### src/rtl/frame_disassembler.sv
// Receive frame disassembler: drops preamble and cyclic prefixes, buffers each symbol
// in a ping-pong RAM, streams symbols out valid/ready. `FRAME_CNT_EN adds frame/drop counters.
module frame_disassembler #(
  parameter int SYMBOL_NUM   = 8,
  parameter int FFT_POINT    = 64,
  parameter int CP_NUM       = 16,
  parameter int PREAMBLE_NUM = 480,
  parameter int DATA_W       = 8
) (
  input  logic                          clk,
  input  logic                          rst_n,
  input  logic [DATA_W-1:0]             din,
  input  logic                          din_valid,
  input  logic                          frame_start,
  output logic [DATA_W-1:0]             dout,
  output logic                          dout_valid,
  input  logic                          dout_ready,
  output logic                          dout_first,
  output logic                          dout_last,
  output logic [$clog2(SYMBOL_NUM)-1:0] sym_idx,
  output logic                          frame_done,
  output logic                          overflow,
  output logic                          busy
`ifdef FRAME_CNT_EN
  ,
  output logic [15:0]                   frame_cnt,
  output logic [15:0]                   drop_cnt
`endif
);

  localparam int PW = $clog2(PREAMBLE_NUM);
  localparam int CW = $clog2(CP_NUM);
  localparam int AW = $clog2(FFT_POINT);
  localparam int SW = $clog2(SYMBOL_NUM);
  localparam logic [PW-1:0] PRE_LAST = PW'(PREAMBLE_NUM - 1);
  localparam logic [CW-1:0] CP_LAST  = CW'(CP_NUM - 1);
  localparam logic [AW-1:0] PAY_LAST = AW'(FFT_POINT - 1);
  localparam logic [SW-1:0] SYM_LAST = SW'(SYMBOL_NUM - 1);

  typedef enum logic [1:0] {IDLE, SKIP_PRE, SKIP_CP, PAYLOAD} wr_state_e;

  wr_state_e         state_q, state_d;
  logic [PW-1:0]     pre_cnt_q, pre_cnt_d;
  logic [CW-1:0]     cp_cnt_q, cp_cnt_d;
  logic [AW-1:0]     pay_cnt_q, pay_cnt_d;
  logic [SW-1:0]     sym_cnt_q, sym_cnt_d;
  logic              drop_q, drop_d;

  logic              start, abort;
  logic              wr_en, sym_end, frame_end, bank_set, drop_evt;

  logic [1:0]        bank_full_q, bank_set_vec, bank_clr;
  logic [1:0][SW-1:0] tag_q;
  logic              wr_bank_q, rd_bank_q, iss_bank_q;
  logic [AW-1:0]     iss_addr_q;
  logic              issue, out_adv, p1_free, xfer, drain_end;

  logic [DATA_W-1:0] mem [0:2*FFT_POINT-1];
  logic [DATA_W-1:0] data_p1_q, dout_p2_q;
  logic              vld_p1_q, first_p1_q, last_p1_q;
  logic [SW-1:0]     idx_p1_q, idx_p2_q;
  logic              vld_p2_q, first_p2_q, last_p2_q;

  logic              overflow_q, busy_q, fin_q, frame_done_q;

  assign start = din_valid & frame_start;
  // Any frame_start while a frame is still being written or drained restarts everything.
  assign abort = start & busy_q;

  always_ff @(posedge clk or negedge rst_n) begin
    if (!rst_n) begin
      state_q   <= IDLE;
      pre_cnt_q <= '0;
      cp_cnt_q  <= '0;
      pay_cnt_q <= '0;
      sym_cnt_q <= '0;
      drop_q    <= 1'b0;
    end else begin
      state_q   <= state_d;
      pre_cnt_q <= pre_cnt_d;
      cp_cnt_q  <= cp_cnt_d;
      pay_cnt_q <= pay_cnt_d;
      sym_cnt_q <= sym_cnt_d;
      drop_q    <= drop_d;
    end
  end

  always_comb begin
    state_d   = state_q;
    pre_cnt_d = pre_cnt_q;
    cp_cnt_d  = cp_cnt_q;
    pay_cnt_d = pay_cnt_q;
    sym_cnt_d = sym_cnt_q;
    drop_d    = drop_q;
    if (start) begin
      state_d   = SKIP_PRE;
      pre_cnt_d = PW'(1);
      cp_cnt_d  = '0;
      pay_cnt_d = '0;
      sym_cnt_d = '0;
      drop_d    = 1'b0;
    end else if (din_valid) begin
      case (state_q)
        SKIP_PRE: begin
          if (pre_cnt_q == PRE_LAST) begin
            state_d  = SKIP_CP;
            cp_cnt_d = '0;
          end else begin
            pre_cnt_d = pre_cnt_q + PW'(1);
          end
        end
        SKIP_CP: begin
          if (cp_cnt_q == CP_LAST) begin
            state_d   = PAYLOAD;
            pay_cnt_d = '0;
            // A bank freed by the drain in this same cycle counts as free.
            drop_d    = bank_full_q[wr_bank_q] & ~bank_clr[wr_bank_q];
          end else begin
            cp_cnt_d = cp_cnt_q + CW'(1);
          end
        end
        PAYLOAD: begin
          pay_cnt_d = pay_cnt_q + AW'(1);
          if (pay_cnt_q == PAY_LAST) begin
            if (sym_cnt_q == SYM_LAST) begin
              state_d = IDLE;
            end else begin
              state_d   = SKIP_CP;
              cp_cnt_d  = '0;
              sym_cnt_d = sym_cnt_q + SW'(1);
            end
          end
        end
        default: state_d = state_q;
      endcase
    end
  end

  always_comb begin
    wr_en   = 1'b0;
    sym_end = 1'b0;
    if (din_valid && !start && state_q == PAYLOAD) begin
      wr_en   = ~drop_q;
      sym_end = (pay_cnt_q == PAY_LAST);
    end
  end

  assign frame_end    = sym_end & (sym_cnt_q == SYM_LAST);
  assign bank_set     = sym_end & ~drop_q;
  assign drop_evt     = sym_end & drop_q;
  assign bank_set_vec = {bank_set & wr_bank_q, bank_set & ~wr_bank_q};

  always_ff @(posedge clk) begin
    if (wr_en) mem[{wr_bank_q, pay_cnt_q}] <= din;
  end

  assign out_adv   = ~vld_p2_q | dout_ready;
  assign p1_free   = ~vld_p1_q | out_adv;
  assign issue     = bank_full_q[iss_bank_q] & p1_free;
  assign xfer      = vld_p2_q & dout_ready;
  assign drain_end = xfer & last_p2_q;
  assign bank_clr  = {drain_end & rd_bank_q, drain_end & ~rd_bank_q};

  // Issue pointer runs ahead of rd_bank so the next symbol follows without a gap.
  always_ff @(posedge clk or negedge rst_n) begin
    if (!rst_n) begin
      bank_full_q <= '0;
      tag_q       <= '0;
      wr_bank_q   <= 1'b0;
      rd_bank_q   <= 1'b0;
      iss_bank_q  <= 1'b0;
      iss_addr_q  <= '0;
    end else if (abort) begin
      bank_full_q <= '0;
      wr_bank_q   <= 1'b0;
      rd_bank_q   <= 1'b0;
      iss_bank_q  <= 1'b0;
      iss_addr_q  <= '0;
    end else begin
      bank_full_q <= (bank_full_q & ~bank_clr) | bank_set_vec;
      if (bank_set) begin
        tag_q[wr_bank_q] <= sym_cnt_q;
        wr_bank_q        <= ~wr_bank_q;
      end
      if (drain_end) rd_bank_q <= ~rd_bank_q;
      if (issue) begin
        iss_addr_q <= iss_addr_q + AW'(1);
        if (iss_addr_q == PAY_LAST) iss_bank_q <= ~iss_bank_q;
      end
    end
  end

  // Stage p1: synchronous RAM read (prefetch register)
  always_ff @(posedge clk) begin
    if (issue) data_p1_q <= mem[{iss_bank_q, iss_addr_q}];
  end

  always_ff @(posedge clk or negedge rst_n) begin
    if (!rst_n) begin
      vld_p1_q   <= 1'b0;
      first_p1_q <= 1'b0;
      last_p1_q  <= 1'b0;
      idx_p1_q   <= '0;
    end else if (abort) begin
      vld_p1_q <= 1'b0;
    end else if (issue) begin
      vld_p1_q   <= 1'b1;
      first_p1_q <= (iss_addr_q == '0);
      last_p1_q  <= (iss_addr_q == PAY_LAST);
      idx_p1_q   <= tag_q[iss_bank_q];
    end else if (out_adv) begin
      vld_p1_q <= 1'b0;
    end
  end

  // Stage p2: output register, held while stalled
  always_ff @(posedge clk or negedge rst_n) begin
    if (!rst_n) begin
      vld_p2_q   <= 1'b0;
      dout_p2_q  <= '0;
      first_p2_q <= 1'b0;
      last_p2_q  <= 1'b0;
      idx_p2_q   <= '0;
    end else if (abort) begin
      vld_p2_q <= 1'b0;
    end else if (out_adv) begin
      vld_p2_q <= vld_p1_q;
      if (vld_p1_q) begin
        dout_p2_q  <= data_p1_q;
        first_p2_q <= first_p1_q;
        last_p2_q  <= last_p1_q;
        idx_p2_q   <= idx_p1_q;
      end
    end
  end

  always_ff @(posedge clk or negedge rst_n) begin
    if (!rst_n) begin
      overflow_q   <= 1'b0;
      busy_q       <= 1'b0;
      fin_q        <= 1'b0;
      frame_done_q <= 1'b0;
    end else if (start) begin
      overflow_q   <= 1'b0;
      busy_q       <= 1'b1;
      fin_q        <= 1'b0;
      frame_done_q <= 1'b0;
    end else begin
      if (drop_evt) overflow_q <= 1'b1;
      frame_done_q <= fin_q & ~|bank_full_q;
      if (fin_q && bank_full_q == 2'b00) begin
        fin_q  <= 1'b0;
        busy_q <= 1'b0;
      end
      if (frame_end) fin_q <= 1'b1;
    end
  end

`ifdef FRAME_CNT_EN
  logic [15:0] frame_cnt_q, drop_cnt_q;

  always_ff @(posedge clk or negedge rst_n) begin
    if (!rst_n) begin
      frame_cnt_q <= '0;
      drop_cnt_q  <= '0;
    end else begin
      if (!start && fin_q && bank_full_q == 2'b00) frame_cnt_q <= frame_cnt_q + 16'd1;
      if (drop_evt) drop_cnt_q <= drop_cnt_q + 16'd1;
    end
  end

  assign frame_cnt = frame_cnt_q;
  assign drop_cnt  = drop_cnt_q;
`endif

  assign dout       = dout_p2_q;
  assign dout_valid = vld_p2_q;
  assign dout_first = first_p2_q;
  assign dout_last  = last_p2_q;
  assign sym_idx    = idx_p2_q;
  assign frame_done = frame_done_q;
  assign overflow   = overflow_q;
  assign busy       = busy_q;

endmodule
### config.mk
export PLATFORM = sky130hd
export DESIGN_NAME = frame_disassembler
export DESIGN_NICKNAME = d
export VERILOG_FILES = /design/src/rtl/frame_disassembler.sv
export SDC_FILE = /design/constraint.sdc
export NUM_CORES = 1
export LEC_CHECK = 0
export CORE_UTILIZATION = 25
export DETAILED_ROUTE_END_ITERATION = 8
export GPL_TIMING_DRIVEN = 0
export HOLD_SLACK_MARGIN = 0.03
export SLEW_MARGIN = 20
export SYNTH_ARGS = -nofsm -noshare
export SYNTH_HDL_FRONTEND = slang
export SYNTH_SLANG_ARGS = --single-unit
export TNS_END_PERCENT = 30
### constraint.sdc
create_clock -name clk -period 3.4 [get_ports clk]
set_input_delay 0.68 -clock clk [delete_from_list [all_inputs] [get_ports clk]]
set_output_delay 0.68 -clock clk [all_outputs]
set_load 0.01 [all_outputs]
==> summary.txt, run 1 <==
Detailed routing
  – Avg Vias per Cell: approximately 4.9
  – Final WL: around 130000 µm
  – WL/cell: 27.5 µm
  – # DRC: 0
  – 1st-iter DRT viols: 3333
  – Vias: 22645
  – DRT Pass-1 Iters: 5
  – Post-route ant nets: 0

STA
  – Final hold slack: between 300 and 400 ps
  – Setup Skew: between 40 and 50 ps
  – Crit share post-route: 1.03
  – Worst Tran Pin Value: approximately 1200 ps
  – Relative slew slack: 0.178
  – Slew Viols, Final: 0
  – Final setup margin: -90.1 ps
  – Final setup fails: 59
  – Final count of hold timing violations: 0
  – Max Freq: approximately 290 MHz
  – RSZ-0062 raised after global routing: true
  – Tmin final: 3490 ps

Global route
  – Global-route wire length before repair: 178000 µm
  – Initial antenna violation count: 3
  – GRT Util Overall: 0.145
  – Grt ovf: 0
  – Largest net degree at the start of global routing: 95
  – Vias in the first global route: 22354

Synthesis
  – Syn Nets: roughly 2100
  – Adder-Cell Fraction of Synth Area: 0.00203
  – Area leader, netlist: edfxtp_1
  – Post-synth EDFFs: 1032
  – Mapped Area: between 0.04 and 0.05 mm²
  – Post-Synth XOR/XNOR Area: 0.00264
  – Ys async rst share: 0.0601
  – Largest family of logic cells by synthesized area: multiplexers
  – Ys flop type: edfxtp_1
  – Top post-synthesis cells by area: edfxtp_1 72%, mux4_2 15%, dfrtp_1 3.8%
  – Post-Synthesis Cells: 2093
  – Multiplexer area fraction after synthesis: 0.165
  – Post-synthesis sequential area ratio: 0.756
  – Yosys top cell area share: 0.718
  – Post-Synth Simple-Gate Area: 0.0384
  – Distinct cell type count after synthesis: between 60 and 70
  – Mean area per synthesized cell: 20.6 µm²
  – FF+latch count, synth: 1098
  – Synth Area in Compound Gates: 0.0204
  – Yosys warns: 0

Layout
  – Design area: roughly 0.05 mm²
  – Commonest non-fill, non-tap cells in the layout: 1032 x edfxtp_1, 279 x mux4_2, 109 x clkbuf_16
  – Layout cell share with drive strength beyond 1: 0.294
  – Nets: 2272
  – Commonest non-fill, non-tap cell in the layout: edfxtp_1
  – Layout area overhead: 18.7%

Floorplanning
  – Core Box Area: 0.172 mm²
  – IO Count: 30
  – Die ar.: roughly 0.17 mm²
  – Starting density of the core: 0.252
  – Die width: 418 µm
  – Die height: 418 µm
  – Row count: 152

Worst hold path
  – Worst hold path cell count: 1
  – Class of the worst hold path: input port to flip-flop

Job
  – Max-capacitance violation count: 0

Critical path
  – Crit path capture type: flip-flop
  – CP startpoint kind: flip-flop
  – Worst endpoint data arrival time: 3820 ps
  – Reg2Reg Depth: 8
  – Worst Path Max Fanout: 10
  – Worst path required time: 3730 ps
  – Crit path kind: flip-flop to flip-flop

Pwr
  – Peak supply drop: between 300 and 400 µV
  – Total chip power: approximately 27 mW
  – Static Leak: 15.1 nW
  – PD cells: about 530 mW/mm²

Clock network
  – CTS max path bufs: 3
  – Worst-path clk slew: ~60 ps
  – Root Driver: clkbuf_16
  – TritonCTS clock tree: done
  – CTS H-tree lvls: 3
  – Latest clock arrival within the worst-skew pair: 730 ps
  – Clk sinks: 1098
  – Clock buffer count from CTS: around 110

Placed design
  – Area post-placement: 0.0467 mm²
  – GPL Wtd Cong: about 0.94
  – Place WS: -1340 ps
  – DP Wirelength: 83200 µm
  – Port Buf Inserts: 28

Outcome
  – Violated checks: setup timing
  – Outcome: complete, but fails checks
report_power, final:
part,total [mW],internal (mW),switching [mW]
Clock,12.2,6.85,5.31
Combinational,0.410,0.0968,0.314
Sequential,14.8,14.8,0.0198
registers in the layout (all words and copies together), names as in the netlist, 3 cells and up:
| register | count |
|---|---|
| data_p1_q | 8 |
| sym_idx | 3 |
| pay_cnt_q | 6 |
| iss_addr_q | 6 |
| pre_cnt_q | 9 |
| tag_q | 6 |
| sym_cnt_q | 3 |
| mem | 1024 |
| cp_cnt_q | 4 |
| dout | 8 |
| idx_p1_q | 3 |
worst max-delay path, stage by stage (launching register included):
cell and delay [ps]:
dfrtp_1 330, clkbuf_1 320, nand3_1 180, or2_2 300, clkbuf_1 170, nor2_2 360
nand3_2 390, clkbuf_4 530, nor2_2 510
logic make-up after synthesis:
group / Yosys count
DFF: 1098
muxes: 361
and+or+nand+nor: 357
AOI/OAI and AO/OA: 136
buffers and inverters: 121
xor gates and xnor gates: 13
adders and majority gates: 7
routing by layer:
layer / GRT usage / wire [µm] / vias to the layer above
met5: 0 / 12 / -
met4: 0.0607 / 5800 / 2
met3: 0.0364 / 13500 / 268
met2: 0.222 / 58300 / 1298
met1: 0.196 / 50300 / 12099
li1: - / - / 8978
synth_stat cells (9+ instances only):
cell type     n
edfxtp_1   1032
mux4_2      279
nor2_1      170
dfrtp_1      66
nand2_1      64
mux2i_1      51
clkbuf_1     43
nand3_1      37
o21ai_0      34
mux2_2       31
buf_2        29
a21oi_1      28
a22oi_1      18
buf_1        17
buf_4        17
nor2b_1      15
buf_6        10
xor2_1        9
stage by stage:
step / util / setup TNS, ps / instances
2_1_floorplan: - / 0 / 2093
3_3_place_gp: 0.270 / -2890230 / 4431
3_5_place_dp: 0.272 / -753440 / 4444
4_1_cts: 0.297 / -33670 / 4652
5_1_grt: 0.299 / -20930 / 4653
6_report: 0.299 / -1520 / 4654
layout make-up:
type / count / area [µm²]
fill: 16723 / 120000
sequential: 1098 / 32600
multi-input combinational: 874 / 10500
tap: 2310 / 2890
clock buffer: 133 / 2820
buffer: 117 / 957
clock inverter: 69 / 758
timing repair buffer: 48 / 667
inverter: 4 / 15.0
antenna: 1 / 2.50
path summary, 6_finish.rpt:
path | from | to | slack [ps]
setup reg to reg | state_q[0] | mem[82][5] | -90
setup / recovery | state_q[0] | mem[82][5] | -90
hold / removal | din[4] | mem[51][4] | 330
min in group asynchronous | rst_n | pre_cnt_q[7] | 440
hold reg to reg | tag_q[1] | tag_q[1] | 480
max in group asynchronous | rst_n | dout[6] | 2360
timing repair:
item,4_1_cts,5_1_grt
gates resized for setup,176,91
hold buffers,1,0
endpoints found under the setup margin,756,698
pin swaps,3,1
setup buffers,5,1
endpoints found under the hold margin,27,0
(Power assumes the default switching activity.)
==> inputs of run 2 (changes only) <==
Settings changed: CORE_ASPECT_RATIO set to 2.
==> run 2 against run 1 <==
The flow still finishes with violations (setup timing). Sequential share of layout area grew 0.16 points. Wire length grew 8.0%. Critical endpoint is now data_p1_q[5]. Die area is essentially flat. Hold slack gained 29 ps. Final cell count shrank 1.4%. First-iteration DRC count shrank 39%. Clock skew shrank 23 ps. Non-clock buffer count grew 10. Largest cell class unchanged. Total power shrank 4.3%. Clock power shrank 9.8%. Largest power group unchanged. Via count shrank 3.1%.
==> summary.txt, run 2 (same netlist as run 1, synthesis figures left out) <==
Outcome
  – Outcome: complete, but fails checks
  – Violated checks: setup timing

Clock network
  – CTS max path bufs: 3
  – Clk sinks: approximately 1100
  – Latest clock arrival within the worst-skew pair: around 700 ps
  – Clock buffer count from CTS: 87
  – TritonCTS clock tree: done
  – Root Driver: clkbuf_16
  – CTS H-tree lvls: 3
  – Worst-path clk slew: about 80 ps

Global route
  – GRT Util Overall: 0.159
  – Largest net degree at the start of global routing: approximately 100
  – Grt ovf: 0
  – Vias in the first global route: 23132
  – Initial antenna violation count: 1
  – Global-route wire length before repair: approximately 190000 µm

Floorplanning
  – Core Box Area: about 0.17 mm²
  – Die height: 590 µm
  – Row count: roughly 220
  – IO Count: 30
  – Die width: 296 µm
  – Die ar.: 0.174 mm²
  – Starting density of the core: 0.252

Critical path
  – Worst path slowest cell: mux4_2
  – Crit path capture type: flip-flop
  – Worst path required time: 3810 ps
  – Worst endpoint data arrival time: about 3900 ps
  – CP peak stage delay: ~600 ps
  – Worst Path Max Fanout: 10
  – Crit path kind: flip-flop to flip-flop
  – CP cell instances: buf_6 > buf_8 > buf_12 > buf_12 > mux4_2 > mux4_2 > a211oi_4 > a21oi_1
  – CP startpoint kind: flip-flop

Detailed routing
  – Post-route ant nets: 0
  – Avg Vias per Cell: approximately 4.8
  – # DRC: 0
  – Vias: 21941
  – 1st-iter DRT viols: 2038
  – DRT Pass-1 Iters: 7
  – Final WL: 138000 µm
  – WL/cell: approximately 30 µm

Placed design
  – Place WS: -1750 ps
  – DP Wirelength: 97800 µm
  – Area post-placement: approximately 0.047 mm²
  – Port Buf Inserts: 28
  – GPL Wtd Cong: between 1 and 1.5

STA
  – Final count of hold timing violations: 0
  – Slew Viols, Final: 0
  – RSZ-0062 raised after global routing: true
  – Final hold slack: 361 ps
  – Max Freq: 284 MHz
  – Crit share post-route: 1.03
  – Relative slew slack: 0.200
  – Tmin final: 3520 ps
  – Final setup margin: -118 ps
  – Worst Tran Pin Value: 1200 ps
  – Final setup fails: 33
  – Setup Skew: 25.5 ps

Layout
  – Layout cell share with drive strength beyond 1: 0.306
  – Layout area overhead: 18.4%
  – Commonest non-fill, non-tap cell in the layout: edfxtp_1
  – Largest register FFs: approximately 1000
  – Nets: 2260
  – Design area: 0.0511 mm²
  – Biggest registers after layout: mem (1024), pre_cnt_q (9)
  – Largest reg by FF count: mem
  – Commonest non-fill, non-tap cells in the layout: 1032 x edfxtp_1, 279 x mux4_2, 91 x clkbuf_16

Pwr
  – PD cells: slightly above 500 mW/mm²
  – Peak supply drop: 438 µV
  – Static Leak: 15.0 nW

Job
  – Max-capacitance violation count: 0

Worst hold path
  – Class of the worst hold path: input port to flip-flop
-- run 2: changes by cell type in the layout (fill, tap and decap cells not counted), sizes merged, moves of 2 or more --
cell,before,now
inv,8,13
bufinv,12,14
clkinv,48,22
clkbuf,175,146
buf,102,118
-- run 2: report_power, final --
part | total (mW) | switching, mW | internal [mW] | leakage (nW)
logic | 0.416 | 0.319 | 0.0962 | 3.39
clock network | 11.0 | 4.95 | 6.04 | 1.46
registers | 14.8 | 0.0207 | 14.8 | 10.1
total | 26.2 | 5.29 | 20.9 | 15.0
-- run 2: worst paths after layout --
path,startpoint,end,slack (ps),cells past startpoint
min,din[0],mem[94][0],360,1
max,iss_addr_q[0],data_p1_q[5],-120,8
min in group asynchronous,rst_n,dout_last,430,2
min reg2reg,idx_p1_q[1],idx_p1_q[1],480,2
max reg2reg,iss_addr_q[0],data_p1_q[5],-120,8
max in group asynchronous,rst_n,cp_cnt_q[1],2410,3
-- run 2: final cells by class --
| class | instances | area, µm² |
|---|---|---|
| multi-input cells | 874 | 10800 |
| repair buffers | 58 | 748 |
| clock inverters | 49 | 638 |
| plain buffers | 117 | 1090 |
| well taps | 2278 | 2850 |
| clock buffers | 110 | 2360 |
| diodes | 2 | 5.00 |
| flip-flops and latches | 1098 | 32600 |
| inverters | 4 | 15.0 |
| fillers | 16605 | 120000 |
-- run 2: worst max-delay path, delay by kind of cell (launching register included) --
kind                   cells  cell delay [ps]
multiplexers               2             1160
flip-flops                 1              400
buffers and inverters      4              870
AO/OA/AOI/OAI              2              720
-- run 2: timing repair --
item,CTS,global route
gates resized for setup,264,83
hold buffers,1,0
buffers inserted,8,2
endpoints found under the hold margin,26,0
pin swaps,5,4
gates cloned,0,0
endpoints found under the setup margin,835,706
-- run 2: stage by stage --
| step | power (mW) | cells | TNS [ps] | util |
|---|---|---|---|---|
| 2_1_floorplan | 15.2 | 2093 | 0 | - |
| 3_3_place_gp | 15.5 | 4399 | -3017460 | 0.270 |
| 3_5_place_dp | 15.5 | 4417 | -804110 | 0.273 |
| 4_1_cts | 26.3 | 4585 | -23450 | 0.296 |
| 5_1_grt | 26.8 | 4589 | -10070 | 0.298 |
| 6_report | 26.2 | 4590 | -1680 | 0.298 |
-- run 2: per-layer routing --
layer / wire [µm] / GRT usage / share of wire
met1: 39600 / 0.139 / 0.29
met5: 0 / 0 / 0
met4: 13600 / 0.146 / 0.098
met3: 6980 / 0.0208 / 0.051
met2: 77900 / 0.305 / 0.56
==> inputs of run 3 (changes only) <==
Settings changed: SKIP_CTS_REPAIR_TIMING set to 1.
Clock period 3.4 ns to 3.3 ns, I/O delays scaled along.
==> run 3 against run 2 <==
The flow still finishes with violations (setup timing). Sequential share of layout area shrank 0.23 points. Register-to-register slack lost 110 ps. Critical path depth shrank 1. Highest routed layer is now met5.
==> summary.txt, run 3 (same netlist as run 1, synthesis figures left out) <==
Outcome
  – Outcome: complete, but fails checks
  – Violated checks: setup timing

Clock network
  – Root Driver: clkbuf_16
  – TritonCTS clock tree: done
  – CTS max path bufs: 3
  – Clock buffer count from CTS: 86
  – Clk sinks: 1098
  – Worst-path clk slew: 70 ps
  – CTS H-tree lvls: 3
  – Latest clock arrival within the worst-skew pair: 680 ps

Placed design
  – DP Wirelength: 96600 µm
  – Port Buf Inserts: 28
  – Place WS: -1570 ps
  – Area post-placement: 0.0467 mm²
  – GPL Wtd Cong: 0.978

STA
  – Crit share post-route: 1.07
  – Slew Viols, Final: 0
  – Max Freq: 283 MHz
  – Tmin final: 3530 ps
  – Final count of hold timing violations: 0
  – RSZ-0062 raised after global routing: true
  – Worst Tran Pin Value: between 1000 and 1500 ps
  – Setup Skew: 31.1 ps
  – Relative slew slack: 0.143
  – Final setup margin: -228 ps
  – Final setup fails: slightly below 100

Critical path
  – Worst Path Max Fanout: 10
  – CP cell instances: clkbuf_1 > nand3_1 > nor2_1 > nand2_1 > or4_1 > clkbuf_1 > nor2_1
  – Top Family by Delay on Critical Path: simple AND/OR/NAND/NOR gates
  – CP peak stage delay: 950 ps
  – Crit path kind: flip-flop to flip-flop
  – Worst path required time: 3580 ps
  – Worst endpoint data arrival time: 3810 ps
  – CP startpoint kind: flip-flop
  – Worst path slowest cell: nor2_1
  – Crit path capture type: flip-flop
  – WP buf/inv: 2

Layout
  – Layout cell share with drive strength beyond 1: 0.314
  – Layout area overhead: 18.9%
  – Largest reg by FF count: mem
  – Nets: 2279
  – Biggest registers after layout: mem (1024), pre_cnt_q (9)
  – Commonest non-fill, non-tap cells in the layout: 1032 x edfxtp_1, 279 x mux4_2, 88 x clkbuf_16
  – Design area: 0.0513 mm²
  – Commonest non-fill, non-tap cell in the layout: edfxtp_1
  – Largest register FFs: roughly 1000

Floorplanning
  – Die height: about 590 µm
  – Row count: 215
  – Starting density of the core: 0.252
  – Die ar.: about 0.17 mm²
  – Core Box Area: 0.171 mm²
  – IO Count: 30
  – Die width: 296 µm

Pwr
  – Static Leak: roughly 15 nW
  – PD cells: 522 mW/mm²
  – Peak supply drop: 369 µV

Detailed routing
  – 1st-iter DRT viols: 2096
  – Avg Vias per Cell: 4.81
  – DRT Pass-1 Iters: 7
  – Post-route ant nets: 0
  – Final WL: 136000 µm
  – Vias: 22186
  – # DRC: 0
  – WL/cell: around 30 µm

Global route
  – GRT Util Overall: 0.155
  – Grt ovf: 0
  – Global-route wire length before repair: between 150000 and 200000 µm
  – Largest net degree at the start of global routing: 93
  – Vias in the first global route: 22594
  – Initial antenna violation count: 2

Job
  – Max-capacitance violation count: 0

Worst hold path
  – Class of the worst hold path: input port to flip-flop
==> run 3: cell count changes in the layout (fill, tap and decap cells not counted), moves of 3 or more <==
cell,before,now
a22oi_2,5,2
buf_4,25,45
buf_12,15,18
clkinv_1,12,17
clkbuf_2,2,5
a22oi_1,13,16
clkbuf_4,8,16
clkbuf_1,43,40
clkbuf_16,91,88
buf_6,37,33
nor2_1,68,65
buf_2,15,6
==> run 3: worst paths after layout <==
kind / startpoint / to / slack, ps / cells after the start
setup / recovery: state_q[1] / mem[0][3] / -230 / 7
hold / removal: din[0] / mem[92][0] / 370 / 1
setup reg to reg: state_q[1] / mem[0][3] / -230 / 7
hold reg to reg: first_p1_q / first_p1_q / 470 / 2
max in group asynchronous: rst_n / cp_cnt_q[3] / 2240 / 3
min in group asynchronous: rst_n / iss_addr_q[5] / 470 / 2
==> run 3: cell type report <==
class | instances | area (µm²)
fillers | 16532 | 120000
flip-flops and latches | 1098 | 32600
multi-input cells | 874 | 10800
well taps | 2278 | 2850
clock buffers | 104 | 2280
plain buffers | 117 | 1180
repair buffers | 78 | 853
clock inverters | 54 | 643
inverters | 4 | 18.8
diodes | 1 | 2.50
==> run 3: through the flow <==
step	power, mW	utilization	std cells	hold WS (ps)	TNS (ps)
finish	26.8	0.299	4608	369	-12250
detailed placement	16.0	0.272	4414	469	-929500
global placement	16.0	0.270	4399	456	-3150620
floorplan	15.7	-	2093	364	0
global route	27.3	0.299	4608	372	-25460
CTS	26.9	0.289	4572	-91.3	-436540
==> run 3: report_power, final <==
group          leakage [nW]  internal [mW]  switching [mW]
Clock                  1.41           6.01            5.10
Combinational          3.50         0.0983           0.331
Sequential             10.1           15.2          0.0226
==> run 3: routing by layer <==
layer / vias up / share of wire / global-route usage
met5: - / 0.00014 / 0
met4: 2 / 0.098 / 0.134
met3: 418 / 0.055 / 0.0216
met2: 1077 / 0.55 / 0.293
met1: 11729 / 0.29 / 0.144
li1: 8960 / - / -
==> run 3: worst reg2reg max path, delay by kind of cell (launching register included) <==
kind	cells	cell delay, ps
buffers and inverters	2	650
and+or+nand+nor	5	2150
DFF	1	320
